`src/rtl/bus_arbiter3_pkg.sv`:
```
// Shared definitions for the three-way round-robin bus arbiter.
package bus_arbiter3_pkg;

    localparam int N_REQ = 3;

    // FSM state encodings
    localparam logic [1:0] ST_IDLE = 2'd0;
    localparam logic [1:0] ST_BUS  = 2'd1;
    localparam logic [1:0] ST_DONE = 2'd2;

    // Bus mux select codes
    localparam logic [1:0] SEL_R0 = 2'd0;
    localparam logic [1:0] SEL_R1 = 2'd1;
    localparam logic [1:0] SEL_R2 = 2'd2;

    // Next requester index in circular order 0 -> 1 -> 2 -> 0.
    // An out-of-range index (3) wraps to 0 so the search never leaves 0..2.
    function automatic logic [1:0] rr_next(input logic [1:0] idx);
        return (idx >= SEL_R2) ? SEL_R0 : idx + 2'd1;
    endfunction

    // One-hot vector for a select code
    function automatic logic [N_REQ-1:0] sel_to_onehot(input logic [1:0] s);
        logic [N_REQ-1:0] v;
        v = '0;
        case (s)
            SEL_R0:  v = 3'b001;
            SEL_R1:  v = 3'b010;
            SEL_R2:  v = 3'b100;
            default: v = '0;
        endcase
        return v;
    endfunction

endpackage

```
`src/rtl/bus_arbiter3_if.sv`:
```
// Request/grant/bus handshake bundle between the requesters and the arbiter.
//
// Handshake: once a requester is granted, bus_valid stays high and gnt/sel stay
// stable until the rising edge on which bus_ready is sampled high (or the
// timeout expires). That edge completes the transfer; ack (and err on timeout)
// pulse for the single following cycle. req must be held until its ack.
interface bus_arbiter3_if;
    import bus_arbiter3_pkg::*;

    logic [N_REQ-1:0] req;
    logic [N_REQ-1:0] gnt;
    logic [1:0]       sel;
    logic             bus_valid;
    logic             bus_ready;
    logic [N_REQ-1:0] ack;
    logic [N_REQ-1:0] err;
    logic             busy;

    // Requester/device side
    modport master (
        output req, bus_ready,
        input  gnt, sel, bus_valid, ack, err, busy
    );

    // Arbiter side
    modport slave (
        input  req, bus_ready,
        output gnt, sel, bus_valid, ack, err, busy
    );

endinterface

```
`src/rtl/bus_arbiter3_rr_pick3.sv`:
```
// Combinational three-way round-robin picker. Searches ptr+1, ptr+2, ptr.
module rr_pick3
    import bus_arbiter3_pkg::*;
(
    input  logic [N_REQ-1:0] req,
    input  logic [1:0]       ptr,
    output logic [1:0]       winner,
    output logic             any
);

    logic [1:0] cand1;
    logic [1:0] cand2;
    logic [1:0] cand0;
    logic [3:0] req_x;

    assign cand1 = rr_next(ptr);
    assign cand2 = rr_next(cand1);
    assign cand0 = rr_next(cand2);   // equals ptr for any legal ptr
    assign req_x = {1'b0, req};
    assign any   = |req;

    // Highest-priority pending requester in rotated order
    always_comb begin
        winner = cand0;
        if (req_x[cand1]) begin
            winner = cand1;
        end else if (req_x[cand2]) begin
            winner = cand2;
        end
    end

endmodule

```
`src/rtl/bus_arbiter3.sv`:
```
// Round-robin arbiter and sequencer for the shared 32-bit device bus.
// IDLE -> BUS -> DONE -> IDLE; DONE is a mandatory one-cycle turnaround
// carrying the ack/err pulse.
module bus_arbiter3
    import bus_arbiter3_pkg::*;
#(
    parameter int TIMEOUT = 16,
    parameter int CNT_W   = 5
) (
    input  logic           clk,
    input  logic           reset,
    bus_arbiter3_if.slave  bus,
    output logic [1:0]     state_dbg
);

    localparam logic [CNT_W-1:0] CNT_LAST = CNT_W'(TIMEOUT - 1);

    logic [1:0]       state;
    logic [1:0]       ptr;
    logic [CNT_W-1:0] cnt;
    logic [1:0]       winner;
    logic             any;

    assign state_dbg = state;

    rr_pick3 u_pick (
        .req    (bus.req),
        .ptr    (ptr),
        .winner (winner),
        .any    (any)
    );

    // FSM, round-robin pointer, timeout counter and all registered outputs
    always_ff @(posedge clk or posedge reset) begin
        if (reset) begin
            state         <= ST_IDLE;
            ptr           <= SEL_R2;
            cnt           <= '0;
            bus.gnt       <= '0;
            bus.sel       <= SEL_R0;
            bus.bus_valid <= 1'b0;
            bus.ack       <= '0;
            bus.err       <= '0;
            bus.busy      <= 1'b0;
        end else begin
            case (state)
                ST_IDLE: begin
                    bus.ack <= '0;
                    bus.err <= '0;
                    if (any) begin
                        state         <= ST_BUS;
                        ptr           <= winner;
                        cnt           <= '0;
                        bus.gnt       <= sel_to_onehot(winner);
                        bus.sel       <= winner;
                        bus.bus_valid <= 1'b1;
                        bus.busy      <= 1'b1;
                    end
                end
                ST_BUS: begin
                    // Ready takes precedence over a coincident timeout
                    if (bus.bus_ready) begin
                        state         <= ST_DONE;
                        bus.ack       <= bus.gnt;
                        bus.err       <= '0;
                        bus.gnt       <= '0;
                        bus.bus_valid <= 1'b0;
                    end else if (cnt == CNT_LAST) begin
                        state         <= ST_DONE;
                        bus.ack       <= bus.gnt;
                        bus.err       <= bus.gnt;
                        bus.gnt       <= '0;
                        bus.bus_valid <= 1'b0;
                    end else begin
                        cnt <= cnt + 1'b1;
                    end
                end
                ST_DONE: begin
                    state    <= ST_IDLE;
                    bus.ack  <= '0;
                    bus.err  <= '0;
                    bus.busy <= 1'b0;
                end
                default: begin
                    state         <= ST_IDLE;
                    bus.gnt       <= '0;
                    bus.bus_valid <= 1'b0;
                    bus.ack       <= '0;
                    bus.err       <= '0;
                    bus.busy      <= 1'b0;
                end
            endcase
        end
    end

endmodule

```
`src/flat_wrapper.sv`:
```
// flat-port wrapper written by rule: the top's interface ports become plain ports
module bus_arbiter3_flat import bus_arbiter3_pkg::*;
#(
    parameter int TIMEOUT = 16,
    parameter int CNT_W   = 5
)
  (clk, reset, state_dbg, bus_req, bus_bus_ready, bus_gnt, bus_sel, bus_bus_valid, bus_ack, bus_err, bus_busy);
  bus_arbiter3_if bus_i ();
  input  logic clk;
  input  logic reset;
  output logic [1:0] state_dbg;
  input wire logic [$bits(bus_i.req)-1:0] bus_req;
  input wire logic [$bits(bus_i.bus_ready)-1:0] bus_bus_ready;
  output wire logic [$bits(bus_i.gnt)-1:0] bus_gnt;
  output wire logic [$bits(bus_i.sel)-1:0] bus_sel;
  output wire logic [$bits(bus_i.bus_valid)-1:0] bus_bus_valid;
  output wire logic [$bits(bus_i.ack)-1:0] bus_ack;
  output wire logic [$bits(bus_i.err)-1:0] bus_err;
  output wire logic [$bits(bus_i.busy)-1:0] bus_busy;
  assign bus_i.req = bus_req;
  assign bus_i.bus_ready = bus_bus_ready;
  assign bus_gnt = bus_i.gnt;
  assign bus_sel = bus_i.sel;
  assign bus_bus_valid = bus_i.bus_valid;
  assign bus_ack = bus_i.ack;
  assign bus_err = bus_i.err;
  assign bus_busy = bus_i.busy;
  bus_arbiter3 #(.TIMEOUT(TIMEOUT), .CNT_W(CNT_W)) u_core (.clk(clk), .reset(reset), .bus(bus_i), .state_dbg(state_dbg));
endmodule
```
`config.mk`:
```
export PLATFORM = sky130hd
export DESIGN_NAME = bus_arbiter3_flat
export DESIGN_NICKNAME = d
export VERILOG_FILES = /design/src/rtl/bus_arbiter3_pkg.sv /design/src/rtl/bus_arbiter3_if.sv /design/src/rtl/bus_arbiter3_rr_pick3.sv /design/src/rtl/bus_arbiter3.sv /design/src/flat_wrapper.sv
export SDC_FILE = /design/constraint.sdc
export NUM_CORES = 1
export LEC_CHECK = 0
export BUFFER_PORTS_ARGS = -buffer_cell sky130_fd_sc_hd__buf_2
export CORE_MARGIN = 4
export CORE_UTILIZATION = 52
export CTS_CLUSTER_DIAMETER = 60
export DETAILED_ROUTE_END_ITERATION = 8
export GPL_ROUTABILITY_DRIVEN = 0
export PLACE_DENSITY = 0.85
export SLEW_MARGIN = 15
export SYNTH_ARGS = -nofsm -noshare
export SYNTH_HDL_FRONTEND = slang
export SYNTH_HIERARCHICAL = 1
export SYNTH_SLANG_ARGS = --single-unit
```
`constraint.sdc`:
```
create_clock -name clk -period 2.3 [get_ports clk]
set_clock_uncertainty 0.05 [all_clocks]
set_input_delay 0.345 -clock clk [delete_from_list [all_inputs] [get_ports clk]]
set_output_delay 0.345 -clock clk [all_outputs]
set_load 0.05 [all_outputs]
```
==> impl_metrics.yaml <==
outcome:
  status: "finished, final reports clean"
global_route:
  antenna_found_initial: 0
  grt_pass1_wl_mm: 3.77
  grt_max_degree: 22
  grt_overflow: 0
  grt_util_all_layers: 0.188
  grt_pass1_vias: 796
detailed_routing:
  wirelength_mm: 2.15
  routedWlPerCell_um: 14.7
  drc_errors: 0
  drtIter0Drc: 34
  viasPerCell: 5.56
  drtAntennaViolNets: 0
  via_count: 812
  dr.pass1.iters: 5
timing:
  hold_viol_final: 0
  fmax_mhz: 496
  rsz0062_at_grt: "no"
  setup_viol: 0
  maxSlewViolCount: 0
  worstMarginPinSlew_ns: 0.787
  finalCritPeriodShare: 0.877
  whs_ns: 0.0991
  max-slew-margin-rel: 0.475
  finalSetupTns_ns: 0
  period_minus_slack_ns: 2.02
final_layout:
  seqCellArea_um2: 527
  multi_input_area_um2: 439
  fill_cells: 159
  final_core_util: 0.638
  final_cell_mix: "20 x buf_2, 20 x dfrtp_1, 14 x nand2_1"
  stdcell_count: 146
  final_cell_area_um2: 1150
  antenna_cells: 0
  drive_gt1_frac: 0.231
  nets: 130
  area_growth_syn_to_layout_pct: 11.9
die:
  dieArea_um2: 2750
  die_w_um: 52.4
  core_um2: 1800
  rows: 15
  io_pins: 21
  start_util: 0.570
  die_y_um: 52.4
logic_synthesis:
  synth_top_family_by_area: "simple AND/OR/NAND/NOR gates"
  syn_area_um2: 1030
  ys_seq_area_frac: 0.513
  syn_inst: 103
  synth_cell_types: 33
  ys_seq_elements: 21
  synth_edf_count: 0
  synth-compound-area-share: 0.138
  yosys_most_used_dff: "dfrtp_1"
  synth.area.top_cells: "dfrtp_1 49%, mux2i_1 6.8%, nand2_1 5.1%"
  syn-num-nets: 111
  synth_top_cell_area_share: 0.487
  synth_warnings: 6
  synth_mux_area_frac: 0.0828
  synthArstFlopShare: 1.00
  yosys.area_share.simple: 0.183
  synth_fa_ha_area_frac: 0.0244
  syn_avg_cell_area_um2: 9.97
  yosys.area.top_type: "dfrtp_1"
  synth_xor_area_frac: 0
cts:
  clkSlewWorstSetupHoldPaths_ns: 0.13
  post_cts_buffers: 0
  cts_tree: "done"
  cts_buffers: 3
  clk_latency_ns: 0.31
  cts-resized-gates: 0
  cts_sinks: 21
  hold_buffers: 0
  htree_levels: 1
  clock_path_buffers: 2
  cts-root-buf: "clkbuf_4"
placed_design:
  hpwl_mm: 1.57
  port_buffers: 20
  place_inst: 142
  placedInstanceArea_um2: 1120
worst_setup_path:
  setup.worst_path.end_class: "flop"
  path_class: "flop to flop"
  critPathLaunchType: "flop"
  worst_ep_arrival_time_ns: 2.22
  cp_max_fo: 8
  required_ns: 2.50
power:
  leakagePower_nw: 0.575
  switchingPower_mw: 0.571
  p_seq_frac: 0.442
  internal_power_mw: 0.664
  p_per_area_nw_per_um2: 1070
  irDropWorstVdd_mv: 0.936
  p_clk_frac: 0.149
  switching_share: 0.462
  p_comb_frac: 0.408
min_path:
  worstHoldPathType: "primary input to async pin"
run:
  drv_cap: 0
[power by group through the flow]
stage	Sequential, mW	Combinational (mW)	Clock (mW)
detailed placement	0.553	0.503	0
global placement	0.547	0.490	0
CTS	0.546	0.504	0.193
finish	0.546	0.504	0.184
global route	0.560	0.544	0.213
floorplan	0.712	0.239	0
[flip-flops by register name, indices dropped and copies added, names as in the netlist]
signal,count
u_core/bus.gnt,3
u_core/state_dbg,2
u_core/bus.sel,2
u_core/ptr,1
u_core/bus.bus_valid,1
u_core/bus.busy,1
u_core/cnt,5
u_core/bus.ack,3
u_core/bus.err,3
[layer usage]
| metal | vias up | part of all wire | track usage |
|---|---|---|---|
| li1 | 387 | - | - |
| met1 | 385 | 0.45 | 0.255 |
| met2 | 36 | 0.48 | 0.300 |
| met3 | 4 | 0.066 | 0.0342 |
| met4 | 0 | 0.0060 | 0.0681 |
| met5 | - | 0 | 0 |
[critical path, stage by stage (launching register included)]
cell and delay [ns]:
dfrtp_1 0.45, ha_1 0.22, and3_1 0.15, ha_1 0.30, or2_1 0.37, nor3_2 0.21
mux2i_1 0.20
[stage by stage]
stage,setup slack [ns],total power [mW]
floorplan,0.422,0.952
global placement,0.426,1.04
detailed placement,0.344,1.06
global route,0.191,1.32
CTS,0.309,1.24
finish,0.284,1.23
[final timing paths]
kind                                       from                   end  slack, ns  cells after the start
max                               u_core/cnt[0]         u_core/cnt[3]       0.28                      6
min reg2reg                u_core/bus.bus_valid  u_core/bus.bus_valid       0.46                      1
min                                       reset       u_core/bus.busy        0.1                      2
max in group asynchronous                 reset     u_core/bus.ack[0]       1.60                      2
min in group clk                  bus_bus_ready     u_core/bus.err[1]       0.24                      2
max reg2reg                       u_core/cnt[0]         u_core/cnt[3]       0.28                      6
[cells in the mapped netlist (2+ instances only)]
cell type,n
nor3_1,6
dfrtp_1,20
inv_1,6
buf_2,4
ha_1,2
a21o_1,4
o21ai_0,3
nor2_1,6
o21ai_1,6
mux2i_1,7
a21oi_1,4
nand2_1,14
[cell type report]
type	instances	area share
repair buffers	20	0.0871
multi-input cells	70	0.382
well taps	25	0.0272
flip-flops and latches	21	0.458
clock inverters	1	0.00653
clock buffers	3	0.0196
inverters	6	0.0196
[cells by family after synthesis]
| kind of cell | Yosys count |
|---|---|
| fa+ha+maj | 2 |
| simple gates | 38 |
| compound gates | 22 |
| flops | 21 |
| buf+inv | 12 |
| mux | 8 |
No activity file was read; power rests on OpenSTA's default activity.
